===== config.mk =====
export PLATFORM = sky130hd
export DESIGN_NAME = if_stage
export DESIGN_NICKNAME = d
export VERILOG_FILES = /design/src/rtl/if_stage.sv
export SDC_FILE = /design/constraint.sdc
export NUM_CORES = 1
export LEC_CHECK = 0
export BUFFER_PORTS_ARGS = -buffer_cell sky130_fd_sc_hd__buf_4
export CAP_MARGIN = 20
export CORE_MARGIN = 4
export CORE_UTILIZATION = 43
export DETAILED_ROUTE_END_ITERATION = 8
export GPL_TIMING_DRIVEN = 1
export PLACE_DENSITY = 0.65
export SYNTH_ARGS = -nofsm -noshare
export SYNTH_HDL_FRONTEND = slang
export SYNTH_SLANG_ARGS = --single-unit

===== constraint.sdc =====
create_clock -name clk -period 3.78 [get_ports clk]
set_input_delay 0.567 -clock clk [delete_from_list [all_inputs] [get_ports clk]]
set_output_delay 0.567 -clock clk [all_outputs]
set_load 0.1 [all_outputs]

===== src/rtl/if_stage.sv =====
// Purpose : LEGv8 instruction-fetch stage with IF/ID pipeline register and one-entry skid buffer.
// Latency : a word returned with imem_ready appears in IF/ID on the next edge (one per cycle at zero wait).
// Backpr. : stall holds IF/ID; a word arriving under stall parks in the skid and fetch pauses until release.
//
// Ports:
//   clk, rst_n              clock, asynchronous active-low reset
//   imem_req/addr/ready/rdata  instruction memory handshake (addr is always pc, req only in WAIT)
//   stall, flush, branch_target  hazard-unit hold and taken-branch redirect (flush wins over stall)
//   ifid_valid/pc/instr     IF/ID pipeline register
//   opcode                  instr[31:21] of a live IF/ID entry, zero for a bubble
module if_stage #(
  parameter int                ADDR_W   = 64,
  parameter int                INSTR_W  = 32,  // must be at least 32 so the opcode field exists
  parameter logic [ADDR_W-1:0] RESET_PC = '0
) (
  input  logic               clk,
  input  logic               rst_n,
  output logic               imem_req,
  output logic [ADDR_W-1:0]  imem_addr,
  input  logic               imem_ready,
  input  logic [INSTR_W-1:0] imem_rdata,
  input  logic               stall,
  input  logic               flush,
  input  logic [ADDR_W-1:0]  branch_target,
  output logic               ifid_valid,
  output logic [ADDR_W-1:0]  ifid_pc,
  output logic [INSTR_W-1:0] ifid_instr,
  output logic [10:0]        opcode
);

  typedef enum logic [1:0] {
    S_IDLE = 2'd0,
    S_WAIT = 2'd1,
    S_HOLD = 2'd2
  } state_t;

  state_t              state, state_nxt;
  logic [ADDR_W-1:0]   pc;
  logic [ADDR_W-1:0]   skid_pc;
  logic [INSTR_W-1:0]  skid_instr;

  // State register
  always_ff @(posedge clk or negedge rst_n) begin
    if (!rst_n) begin
      state <= S_IDLE;
    end else begin
      state <= state_nxt;
    end
  end

  // Next-state logic
  always_comb begin
    state_nxt = state;
    case (state)
      S_IDLE: state_nxt = S_WAIT;
      S_WAIT: begin
        if (flush)                    state_nxt = S_WAIT;
        else if (imem_ready && stall) state_nxt = S_HOLD;
        else                          state_nxt = S_WAIT;
      end
      S_HOLD: begin
        if (flush || !stall) state_nxt = S_WAIT;
        else                 state_nxt = S_HOLD;
      end
      default: state_nxt = S_IDLE;
    endcase
  end

  // Outputs
  always_comb begin
    imem_req  = (state == S_WAIT);
    imem_addr = pc;
    opcode    = ifid_valid ? ifid_instr[31:21] : 11'd0;
  end

  // PC, IF/ID register and skid buffer
  always_ff @(posedge clk or negedge rst_n) begin
    if (!rst_n) begin
      pc         <= RESET_PC;
      ifid_valid <= 1'b0;
      ifid_pc    <= '0;
      ifid_instr <= '0;
      skid_pc    <= '0;
      skid_instr <= '0;
    end else begin
      case (state)
        S_WAIT: begin
          if (flush) begin
            // Any word returned this cycle belongs to the squashed path.
            pc         <= branch_target;
            ifid_valid <= 1'b0;
            ifid_instr <= '0;
          end else if (imem_ready && !stall) begin
            ifid_pc    <= pc;
            ifid_instr <= imem_rdata;
            ifid_valid <= 1'b1;
            pc         <= pc + ADDR_W'(4);
          end else if (imem_ready && stall) begin
            // Word accepted by memory but ID is frozen: park it, IF/ID untouched.
            skid_pc    <= pc;
            skid_instr <= imem_rdata;
            pc         <= pc + ADDR_W'(4);
          end else if (!stall) begin
            // Bubble: pc/instr keep stale values, masked by valid.
            ifid_valid <= 1'b0;
          end
        end
        S_HOLD: begin
          if (flush) begin
            pc         <= branch_target;
            ifid_valid <= 1'b0;
            ifid_instr <= '0;
          end else if (!stall) begin
            ifid_pc    <= skid_pc;
            ifid_instr <= skid_instr;
            ifid_valid <= 1'b1;
          end
        end
        default: ;
      endcase
    end
  end

endmodule


**Word level (Yosys, flattened, before mapping)**

Index checks and enable logic that the tools add are counted.

- Register bits after elaboration: 259
- Output and inout bits: 173
- Word-level logic and storage cells: 60

- Add/subtract/negate cells: 1
- Equality and inequality tests: 12
- Muxes and demuxes: 27
- Bitwise logic cells: 2
- Reduce and logical (&&, ||, !) cells: 11

Operators by type and width:

| operator | number |
|---|---|
| $mux 64 | 8 |
| $pmux 64 s2 | 2 |
| $mux 32 | 4 |
| $add 64x3->64 const B | 1 |
| $pmux 32 s2 | 1 |
| $mux 11 | 1 |
| $ne 2x2->1 const B | 4 |
| $reduce_and 4->1 | 2 |
| $mux 1 | 6 |
| $mux 2 | 3 |
| $pmux 2 s3 | 1 |
| $reduce_and 3->1 | 2 |
| $reduce_and 5->1 | 1 |
| $ne 4x1->1 const B | 1 |
| $ne 4x2->1 const B | 1 |
| $ne 4x4->1 const B | 1 |
| $ne 3x1->1 const B | 1 |
| $ne 3x3->1 const B | 1 |
| $eq 2x1->1 const B | 1 |
| $eq 2x2->1 const B | 1 |
| $logic_and 1x1->1 | 2 |
| $logic_not 2->1 | 1 |
| $ne 2x1->1 const B | 1 |
| $not 1->1 | 2 |
| other kinds (4) | 4 |

**Logic depth before layout (Yosys ltp)**

Gate-level depths: netlist (run 1).

- Word-level depth: 5
- Depth in mapped cells: 12

**Worst setup path before layout (run 1)**

OpenSTA, ideal clock, no wires.

- Path type: register to register
- Start: reg pc[2] (netlist: imem_addr[2])
- End: reg pc[38] (netlist: imem_addr[38])
- Setup time: 0.078 ns
- Arrival time: 2.919 ns
- Required time: 3.702 ns
- Path slack: 0.783 ns
- Stages on the path, launching flop included: 8
- Path buffers: 0
- Path through: dfrtp_1 -> ha_1 -> and3_1 -> nand3_1 -> or3_1 -> or3_1 -> or3_1 -> a21oi_1

- Cells in the longest elaborated chain, start to end: 5

Ends and longest elaborated chain:

| element | line | text |
|---|---|---|
| start, declared | 38 | `logic [ADDR_W-1:0] pc;` |
| start signal, assigned | 90 | `pc <= branch_target;` |
| start signal, assigned | 97 | `pc <= pc + ADDR_W'(4);` |
| start signal, assigned | 102 | `pc <= pc + ADDR_W'(4);` |
| $add 64x3->64 * | 97, 102 |  |
| $mux 64 | 98 | `end else if (imem_ready && stall) begin` |
| $mux 64 * | 93 | `end else if (imem_ready && !stall) begin` |
| $mux 64 * | 88 | `if (flush) begin` |
| $pmux 64 s2 * | 86 | `case (state)` |

Mark *: on every way between the ends. The rest lies on a longest branch, timed or not. The select of a mux whose other input is x is not followed.
A chain may end at the register's enable or synchronous reset.

**Final worst setup path (run 1)**

- Start: reg state[1]
- End: reg pc[52] (netlist: imem_addr[52])

- Cells in the longest elaborated chain, start to end: 3
- Elaborated cells between the ends (all ways): 7
- Those cells by class: eq/ne: 4; mux: 1; reduce/logical: 2

Ends and longest elaborated chain:

| element | line | text |
|---|---|---|
| start, declared | 37 | `state_t state, state_nxt;` |
| start signal, assigned | 47 | `state <= state_nxt;` |
| $eq 2x1->1 or $eq 2x2->1 (tied branches) | 86 |  |
| $ne 4x1->1 (no line), or another cell as far along | n/a |  |
| $reduce_and 3->1 (no line) | n/a |  |

Parallel ways exist; a longest one is shown, timed or not.

==> results.md, run 1 <==
* Worst slack at placement at between 0.9 and 1 ns
* Arrival time worst endpoint at between 3 and 4 ns
* GRT overflow at 0
* Syn avg cell area at approximately 10 µm²
* Final setup fails at 0
* First-pass DRT Iterations at 5
* Final #Nets at about 1500
* Dpl cells at 1766
* H-tree Lvls at 1
* Crit Path Max Fanout at 24
* Finished Core Util at 0.559
* Crit end category: flip-flop
* Slew @ Worst Pin at slightly above 0.9 ns
* Die Ht at approximately 180 µm
* Die Area at around 0.031 mm²
* Clock Pin Slew Worst Setup and Hold Paths at ~0.06 ns
* Mapped cell area at about 0.012 mm²
* Yosys reg bits at 259
* CTS buffer count at 28
* Setup CP Type: flip-flop to flip-flop
* CTS tree: yes
* Slew HR at 0.394
* Hold_ws at -0.00278 ns
* Rows at roughly 60
* Max-slew violations at 0
* Wire per inst at approximately 20 µm
* CTS resizes at 0
* Initial antenna violation count at 1
* Achievable frequency at around 360 MHz
* Starting Density at 0.439
* Largest net degree at the start of global routing at around 110
* Sink Count at between 200 and 300
* Max Root-Sink Buffers at 3
* Root Buffer: clkbuf_16
* Post-route clock period utilization at 0.735
* Primary FF master, synth: dfrtp_1
* Top-level I/O count at roughly 270
* Core area at 0.0280 mm²
* Post-route worst setup slack at 1.00 ns
* Post-route clock skew at between 0.01 and 0.015 ns
* Wire length of the first global-routing pass at 57500 µm
* Ys Warns at 0
* Vias/cell at between 5 and 6
* Setup bufs post-CTS at 0
* Status: finished, violations left
* Area delta synth->final at 27.4%
* Share of cells above drive strength 1 at 0.312
* Post-synth EDFFs at 0
* Tightest Hold Check Type: input pin to async pin
* Inserted Diodes at 0
* Worst-Skew Late Latency at roughly 0.54 ns
* Remaining DRCs at 0
* Post-Syn Nets at roughly 1300
* Initial drt markers at slightly below 800
* Minimum clock period after layout at ~2.8 ns
* RSZ-0062 raised after global routing: false
* Hold Fails Final Rpt at 2
* Dpl hpwl at 25100 µm
* Final Non-Filler Cells at approximately 1800
* Vias in the first global route at 10016
* MaxCap Viol Count at 0
* Post-CTS Hold Buffers at 0
* Setup TNS at 0 ns
* Sequential share of the synthesized area at 0.527
* Failing checks: negative hold slack
* Routability cong. at approximately 0.9
* Synth cell types at 51
* Startpoint types: flip-flop
* Die Wd at 177 µm
* GRT Total Usage at 0.228
* Critical Path RT at roughly 4.3 ns
* Ys async rst share at 1.00
* I/O Buffers at roughly 270
* Final ANT Viol Nets at 0
* Final wirelength at approximately 36000 µm
* Via count at just over 10000
* Post-Synthesis Cells at 1181
registers in the layout, indices dropped and copies added (netlist names):
signal      count
ifid_instr     32
skid_instr     32
skid_pc        64
ifid_valid      1
state           2
imem_addr      64
ifid_pc        64
stage by stage:
stage	hold slack, ns	area, µm²
finish	-0.00278	15700
global placement	0.462	14800
floorplan	0.271	12300
detailed placement	0.471	14800
global route	0.0251	15700
CTS	0.00960	15700
final cells by class:
type	count	area, µm²
clock buffer	41	821
clock inverter	10	81.3
fill	2535	12300
inverter	10	37.5
multi-input combinational	826	5510
sequential	259	6480
tap	378	473
timing repair buffer	293	2270
cells by family after synthesis:
| logic type | count (synthesis) | synth area share |
|---|---|---|
| and+or+nand+nor | 378 | 0.146 |
| DFF | 259 | 0.527 |
| AOI/OAI and AO/OA | 254 | 0.129 |
| muxes | 189 | 0.163 |
| buffers and inverters | 96 | 0.0302 |
| adders and majority gates | 5 | 0.00508 |
routing by layer:
layer,part of all wire,vias to the layer above,track usage
met3,0.082,64,0.0536
li1,-,4790,-
met1,0.43,5032,0.321
met2,0.46,384,0.364
met5,0.00036,-,0
met4,0.022,2,0.0442
worst max-delay path: stages (launching register included):
cell     delay (ns)
dfrtp_1        0.40
inv_1          0.09
ha_1           0.47
and2_1         0.20
buf_4          0.34
a31oi_2        0.08
buf_4          0.22
nor2_1         0.39
nand3_1        0.17
o21ai_0        0.19
o221a_2        0.19
path summary, 6_finish.rpt:
kind / start / endpoint / slack (ns) / depth (start not counted)
max in group asynchronous: rst_n / ifid_pc[6]$_DFFE_PN0P_ / 2.79 / 2
max: state[1]$_DFF_PN0_ / imem_addr[52]$_DFFE_PN0P_ / 1.00 / 10
min in group clk: branch_target[0] / imem_addr[0]$_DFFE_PN0P_ / 0.24 / 3
max reg2reg: state[1]$_DFF_PN0_ / imem_addr[52]$_DFFE_PN0P_ / 1.00 / 10
min reg2reg: ifid_instr[8]$_DFFE_PN0P_ / ifid_instr[8]$_DFFE_PN0P_ / 0.48 / 2
min: rst_n / ifid_pc[55]$_DFFE_PN0P_ / -0.003 / 1
layout by cell type, fill, tap and decap left out, types with 14 or more instances in the layout:
master	instances
buf_4	287
dfrtp_1	259
nand2_1	159
mux2i_1	98
o21ai_0	92
mux2_2	91
nor2_1	66
a21oi_1	46
o31ai_1	33
nand4_1	29
nor3_1	29
clkbuf_16	29
nand3_1	24
o22ai_1	21
and2_1	14
synthesized netlist by cell type (2+ instances only):
cell type | count | area, µm²
a41o_1 | 2 | 20.0
a31oi_1 | 8 | 50.1
a21oi_1 | 46 | 230
nand2_1 | 160 | 601
nor3_1 | 29 | 145
o21a_1 | 3 | 22.5
o41ai_1 | 2 | 17.5
and2_1 | 14 | 87.6
nand2b_1 | 2 | 12.5
ha_1 | 5 | 62.6
or3_1 | 8 | 50.1
nand3_2 | 2 | 20.0
o22ai_1 | 21 | 131
mux2_2 | 91 | 1020
nor4_1 | 11 | 68.8
or2_2 | 3 | 18.8
dfrtp_1 | 259 | 6480
a311oi_1 | 8 | 70.1
clkbuf_1 | 74 | 278
nor2_1 | 67 | 251
a211o_1 | 4 | 35.0
o221a_2 | 5 | 56.3
inv_1 | 10 | 37.5
and3_1 | 12 | 75.1
a211oi_1 | 11 | 82.6
o31ai_1 | 33 | 248
a311o_1 | 3 | 30.0
o21ai_0 | 92 | 460
o32ai_1 | 4 | 35.0
nand3_1 | 25 | 125
o211a_1 | 2 | 20.0
buf_1 | 3 | 11.3
and4_1 | 11 | 96.3
nand4_1 | 29 | 181
mux2i_1 | 98 | 981
buf_2 | 9 | 45.0
Power of run 1 is not shown: default switching activity piles up to over one toggle a cycle in this logic, so the estimate is an artifact.
==> run 2: changes to the inputs <==
--- a/config.mk
+++ b/config.mk
@@ -5,13 +5,14 @@
 export SDC_FILE = /design/constraint.sdc
 export NUM_CORES = 1
 export LEC_CHECK = 0
+export ABC_AREA = 1
 export BUFFER_PORTS_ARGS = -buffer_cell sky130_fd_sc_hd__buf_4
 export CAP_MARGIN = 20
 export CORE_MARGIN = 4
 export CORE_UTILIZATION = 43
 export DETAILED_ROUTE_END_ITERATION = 8
 export GPL_TIMING_DRIVEN = 1
-export PLACE_DENSITY = 0.65
+export PLACE_DENSITY = 0.66
 export SYNTH_ARGS = -nofsm -noshare
 export SYNTH_HDL_FRONTEND = slang
 export SYNTH_SLANG_ARGS = --single-unit
==> constraint.sdc (replaced) <==
create_clock -name clk -period 2.5 [get_ports clk]
set_input_delay 0.375 -clock clk [delete_from_list [all_inputs] [get_ports clk]]
set_output_delay 0.375 -clock clk [all_outputs]
set_load 0.1 [all_outputs]
==> run 2 against run 1 <==
Effect of this change:
- the flow now finishes without violations
- cell count rose by 37%
- sequential share of layout area shrank 3.6 points
- register-to-register slack lost 0.70 ns
- clock skew increased by 0.0023 ns
- highest routed layer is now met4
- flip-flop and latch count unchanged
- global-route usage is 3.7 points higher
- first-iteration DRC count rose by 31%
==> results.md, run 2 <==
* Status: finished clean
* H-tree Lvls at 1
* Sink Count at approximately 260
* Most common cell after layout, fill and taps aside: nand2_1
* Tightest Hold Check Type: input pin to flip-flop
* Met1 Track Usage GR at 0.392
* Grt met2 use at 0.419
* Setup TNS at 0 ns
* R2R Setup Slk at 0.30 ns
* Placed Area at 0.0162 mm²
* Initial drt markers at between 1000 and 1500
* GRT overflow at 0
* Remaining DRCs at 0
* Commonest non-fill, non-tap cells in the layout: nand2_1 (574), buf_4 (299), dfrtp_1 (259)
* Starting Density at 0.440
* Syn avg cell area at 7.45 µm²
* Finished Core Util at 0.558
* Max-slew violations at 0
* Via count at 13099
* Critical Path RT at between 2 and 3 ns
* CP max stage delay at 0.49 ns
* GR Util met3 at 0.0373
* Final setup fails at 0
* Wire per inst at approximately 18 µm
* Hold Fails Final Rpt at 0
* Finished Cell Area at approximately 0.017 mm²
* Crit end category: flip-flop
* Post-route clock period utilization at 0.880
* Slew HR at 0.533
* Initial antenna violation count at 0
* Die Wd at approximately 190 µm
* Yosys reg bits at 259
* Max Root-Sink Buffers at 3
* Crit Path Max Fanout at 7
* Critical path buffer and inverter count at 1
* Routability cong. at about 0.98
* Largest net degree at the start of global routing at roughly 130
* Final ANT Viol Nets at 0
* Synth area leaders: dfrtp_1 (48%), nand2_1 (16%), nor2_1 (6.7%)
* Post-route clock skew at approximately 0.015 ns
* Sequential share of the synthesized area at 0.478
* Dpl hpwl at approximately 34000 µm
* Final wirelength at between 40000 and 50000 µm
* Post-synth top area share at 0.478
* Arrival time worst endpoint at around 2.7 ns
* I/O Buffers at 273
* Ys Warns at 0
* Crit-path cells: ha_1 -> nand3_2 -> inv_1 -> nand2_2 -> nor2_1 -> nand3_1 -> nand2_1 -> nand3_1 -> nand2_1 -> nand2_1
* Yosys top cell by area: dfrtp_1
* Final #Nets at between 2000 and 2500
* Die Ht at roughly 190 µm
* Primary FF master, synth: dfrtp_1
* Root Buffer: clkbuf_16
* Vias in the first global route at 12938
* Inserted Diodes at 0
* Most common cell in the netlist: nand2_1
* Share of cells above drive strength 1 at 0.195
* Mapped cell area at 0.0136 mm²
* Core area at a little over 0.03 mm²
* Worst-Skew Late Latency at between 0.5 and 0.6 ns
* Clock Pin Slew Worst Setup and Hold Paths at roughly 0.070 ns
* Post-Synthesis Cells at between 1500 and 2000
* Worst path most repeated cell: nand2_1
* Vias/cell at 5.25
* Synth cell types at 35
* First-pass DRT Iterations at 5
* Setup CP Type: flip-flop to flip-flop
* Startpoint types: flip-flop
* Die Area at ~0.034 mm²
* Layer with the highest usage: met2
* Achievable frequency at 454 MHz
* GRT Total Usage at 0.265
* Area delta synth->final at 26.8%
* Top-level I/O count at 274
* CTS tree: yes
* Post-Syn Nets at approximately 1900
* Slowest CP cell: dfrtp_1
* Setup bufs post-CTS at 0
* MaxCap Viol Count at 0
* Ys async rst share at 1.00
* CTS buffer count at 29
* Wire length of the first global-routing pass at slightly above 70000 µm
* Worst path top cell family by delay: simple AND/OR/NAND/NOR gates
* RSZ-0062 raised after global routing: false
* Minimum clock period after layout at about 2.2 ns
* Top cells by count, synth: nand2_1 (574), dfrtp_1 (259), nor2_1 (243)
* Slew @ Worst Pin at 0.700 ns
* Rows at 64
* Post-synth EDFFs at 0
-- run 2: cell count changes in the layout (fill, tap and decap cells not counted), moves of 58 or more --
cell / delta
nand2_1: +415
nor2_1: +177
inv_1: +164
mux2i_1: -97
mux2_2: -86
o21ai_0: +72
a31oi_1: +58
-- run 2: area by class of cell --
class / instances / area (µm²)
fill: 2941 / 13600
sequential: 259 / 6480
multi-input combinational: 1295 / 6040
timing repair buffer: 311 / 2470
clock buffer: 37 / 806
inverter: 181 / 679
tap: 396 / 495
clock inverter: 15 / 218
-- run 2: path summary, 6_finish.rpt --
kind	start	end	cells past startpoint
min in group asynchronous	rst_n	skid_pc[19]$_DFFE_PN0P_	2
max reg2reg	imem_addr[3]$_DFFE_PN0P_	imem_addr[50]$_DFFE_PN0P_	10
max in group asynchronous	rst_n	imem_addr[25]$_DFFE_PN0P_	3
max	imem_addr[3]$_DFFE_PN0P_	imem_addr[50]$_DFFE_PN0P_	10
min reg2reg	skid_instr[25]$_DFFE_PN0P_	skid_instr[25]$_DFFE_PN0P_	2
min	branch_target[0]	imem_addr[0]$_DFFE_PN0P_	3
-- run 2: cells by family (layout without fill, tap and decap cells) --
logic type	Yosys count	after routing	share of synthesized area
AO/OA/AOI/OAI	302	302	0.123
XOR/XNOR	7	7	0.00452
adder cells (fa/ha/maj)	5	5	0.00462
buffers and inverters	265	544	0.0780
flip-flops	259	259	0.478
multiplexers	36	36	0.0298
AND/OR/NAND/NOR	945	945	0.282
-- run 2: routing by layer --
layer | part of all wire | vias to the layer above
met1 | 0.46 | 6261
met3 | 0.065 | 57
met2 | 0.45 | 451
met4 | 0.019 | 0
li1 | - | 6330
met5 | 0 | -
-- run 2: repair_timing --
item,4_1_cts,5_1_grt
gates resized for setup,0,0
hold buffers,1,0
hold endpoints to repair,63,0
-- run 2: worst register-to-register path, cell delays in order (launching register included) --
cell	delay, ns
dfrtp_1	0.49
ha_1	0.36
nand3_2	0.13
inv_1	0.18
nand2_2	0.12
nor2_1	0.38
nand3_1	0.14
nand2_1	0.09
nand3_1	0.08
nand2_1	0.08
nand2_1	0.05
-- run 2: stage by stage --
stage	cells	worst slack (ns)	hold WS [ns]
after floorplan	1819	0.0663	0.0794
after global placement	2441	0.486	0.399
after detailed placement	2441	0.357	0.396
after CTS	2494	0.342	0.0490
after global routing	2494	0.0974	0.0738
final	2494	0.299	0.0624
Power of run 2 is left out for the same reason.
==> run 3: changes to the inputs <==
--- a/config.mk
+++ b/config.mk
@@ -8,7 +8,7 @@
 export ABC_AREA = 1
 export BUFFER_PORTS_ARGS = -buffer_cell sky130_fd_sc_hd__buf_4
 export CAP_MARGIN = 20
-export CORE_MARGIN = 4
+export CORE_MARGIN = 5
 export CORE_UTILIZATION = 43
 export DETAILED_ROUTE_END_ITERATION = 8
 export GPL_TIMING_DRIVEN = 1
==> run 3 against run 2 <==
Effect of this change:
- final area is 0.50% lower
- via count is 0.83% lower
- worst setup slack better by 0.095 ns
- highest routed layer is now met5
==> results.md, run 3 (same netlist as run 2, synthesis figures left out) <==
* Wire per inst at 18.4 µm
* Rows at 65
* Multi-input gate area at 0.00604 mm²
* Startpoint types: flip-flop
* Crit Path Max Fanout at 6
* GRT overflow at 0
* Worst r2r src: imem_addr[21]$_DFFE_PN0P_
* Worst path top cell family by delay: simple AND/OR/NAND/NOR gates
* Start point of the critical path: imem_addr[21]$_DFFE_PN0P_
* Slowest CP cell: dfrtp_1
* Filler Cell Count at 3000
* Routability cong. at slightly below 1
* Die Wd at roughly 190 µm
* Hold Fails Final Rpt at 0
* RSZ-0062 raised after global routing: false
* Post-route clock period utilization at 0.842
* Slew HR at 0.596
* Final ANT Viol Nets at 0
* Dpl cells at roughly 2500
* Wire length of the first global-routing pass at around 72000 µm
* Vias in the first global route at 12892
* Final setup fails at 0
* Tightest Hold Check Type: input pin to flip-flop
* Largest net degree at the start of global routing at 123
* Clock Pin Slew Worst Setup and Hold Paths at around 0.060 ns
* Via count at about 13000
* Critical path buffer and inverter count at 2
* Max-slew violations at 0
* CTS buffer count at 28
* First-pass DRT Iterations at 5
* Share of cells above drive strength 1 at 0.193
* Sink Count at 259
* Area delta synth->final at 26.2%
* Hold_ws at 0.0907 ns
* Root Buffer: clkbuf_16
* CTS resizes at 0
* Top-level I/O count at between 200 and 300
* Crit end category: flip-flop
* I/O Buffers at approximately 270
* Dpl hpwl at 34200 µm
* Worst path most repeated cell: nand2_1
* H-tree Lvls at 1
* Critical Path RT at 2.99 ns
* Vias/cell at approximately 5.2
* MaxCap Viol Count at 0
* Post-CTS Hold Buffers at 1
* Commonest non-fill, non-tap cells in the layout: nand2_1 (574), buf_4 (302), dfrtp_1 (259)
* Setup TNS at 0 ns
* Achievable frequency at about 470 MHz
* CP max stage delay at 0.49 ns
* Final Non-Filler Cells at between 2000 and 3000
* Max Root-Sink Buffers at 3
* Starting Density at 0.433
* Most common cell after layout, fill and taps aside: nand2_1
* Reg area at around 0.0065 mm²
* Status: finished clean
* Final wirelength at about 46000 µm
* Remaining DRCs at 0
* Setup CP Type: flip-flop to flip-flop
* Initial drt markers at between 1000 and 1500
* Initial antenna violation count at 2
* Setup bufs post-CTS at 0
* Final #Nets at ~2200
* Crit-path cells: nand2_1 -> nor2_1 -> buf_4 -> nand2_1 -> inv_1 -> nand2_1 -> nor2_1 -> nand3_1 -> nand3_1 -> nand2_1 -> nand2_1
* Worst-Skew Late Latency at 0.55 ns
* Inserted Diodes at 0
* Post-route clock skew at 0.0122 ns
* Slew @ Worst Pin at between 0.6 and 0.7 ns
* GRT Total Usage at 0.255
* CTS tree: yes
* Arrival time worst endpoint at between 2 and 3 ns
* Die Area at 0.0352 mm²
* Minimum clock period after layout at roughly 2.1 ns
* Core area at ~0.031 mm²
* Die Ht at about 190 µm
* Hold path start: branch_target[0]
run 3: final timing paths:
check / to / slack (ns) / cells past startpoint
worst max-delay path: imem_addr[58]$_DFFE_PN0P_ / 0.39 / 11
worst min-delay path: imem_addr[0]$_DFFE_PN0P_ / 0.09 / 3
worst max register to register: imem_addr[58]$_DFFE_PN0P_ / 0.39 / 11
worst min register to register: skid_pc[1]$_DFFE_PN0P_ / 0.48 / 2
max in group asynchronous: imem_addr[13]$_DFFE_PN0P_ / 1.33 / 3
min in group asynchronous: ifid_pc[16]$_DFFE_PN0P_ / 0.36 / 2
run 3: cell type report:
class | count | share of cell area
clock inverter | 7 | 0.00432
clock buffer | 42 | 0.0476
tap | 402 | 0.0294
sequential | 259 | 0.379
timing repair buffer | 315 | 0.147
multi-input combinational | 1295 | 0.353
inverter | 181 | 0.0397
run 3: stage by stage:
step                setup slack, ns  cell area (µm²)   util
CTS                           0.409            17100  0.546
global route                  0.295            17100  0.546
floorplan                    0.0663            13600      -
detailed placement            0.447            16200  0.518
global placement              0.495            16200  0.518
finish                        0.394            17100  0.546
run 3: worst min-delay path, stage by stage:
cell	delay [ns]
buf_4	0.08
nor2_1	0.03
a21oi_1	0.10
run 3: per-layer routing:
| layer | GRT usage | up-vias | wire (µm) |
|---|---|---|---|
| met5 | 0 | - | 34 |
| met4 | 0.0618 | 4 | 1090 |
| met3 | 0.0566 | 79 | 3570 |
| met1 | 0.350 | 6105 | 20200 |
| li1 | - | 6333 | - |
| met2 | 0.413 | 469 | 21200 |
Power of run 3 is left out for the same reason.
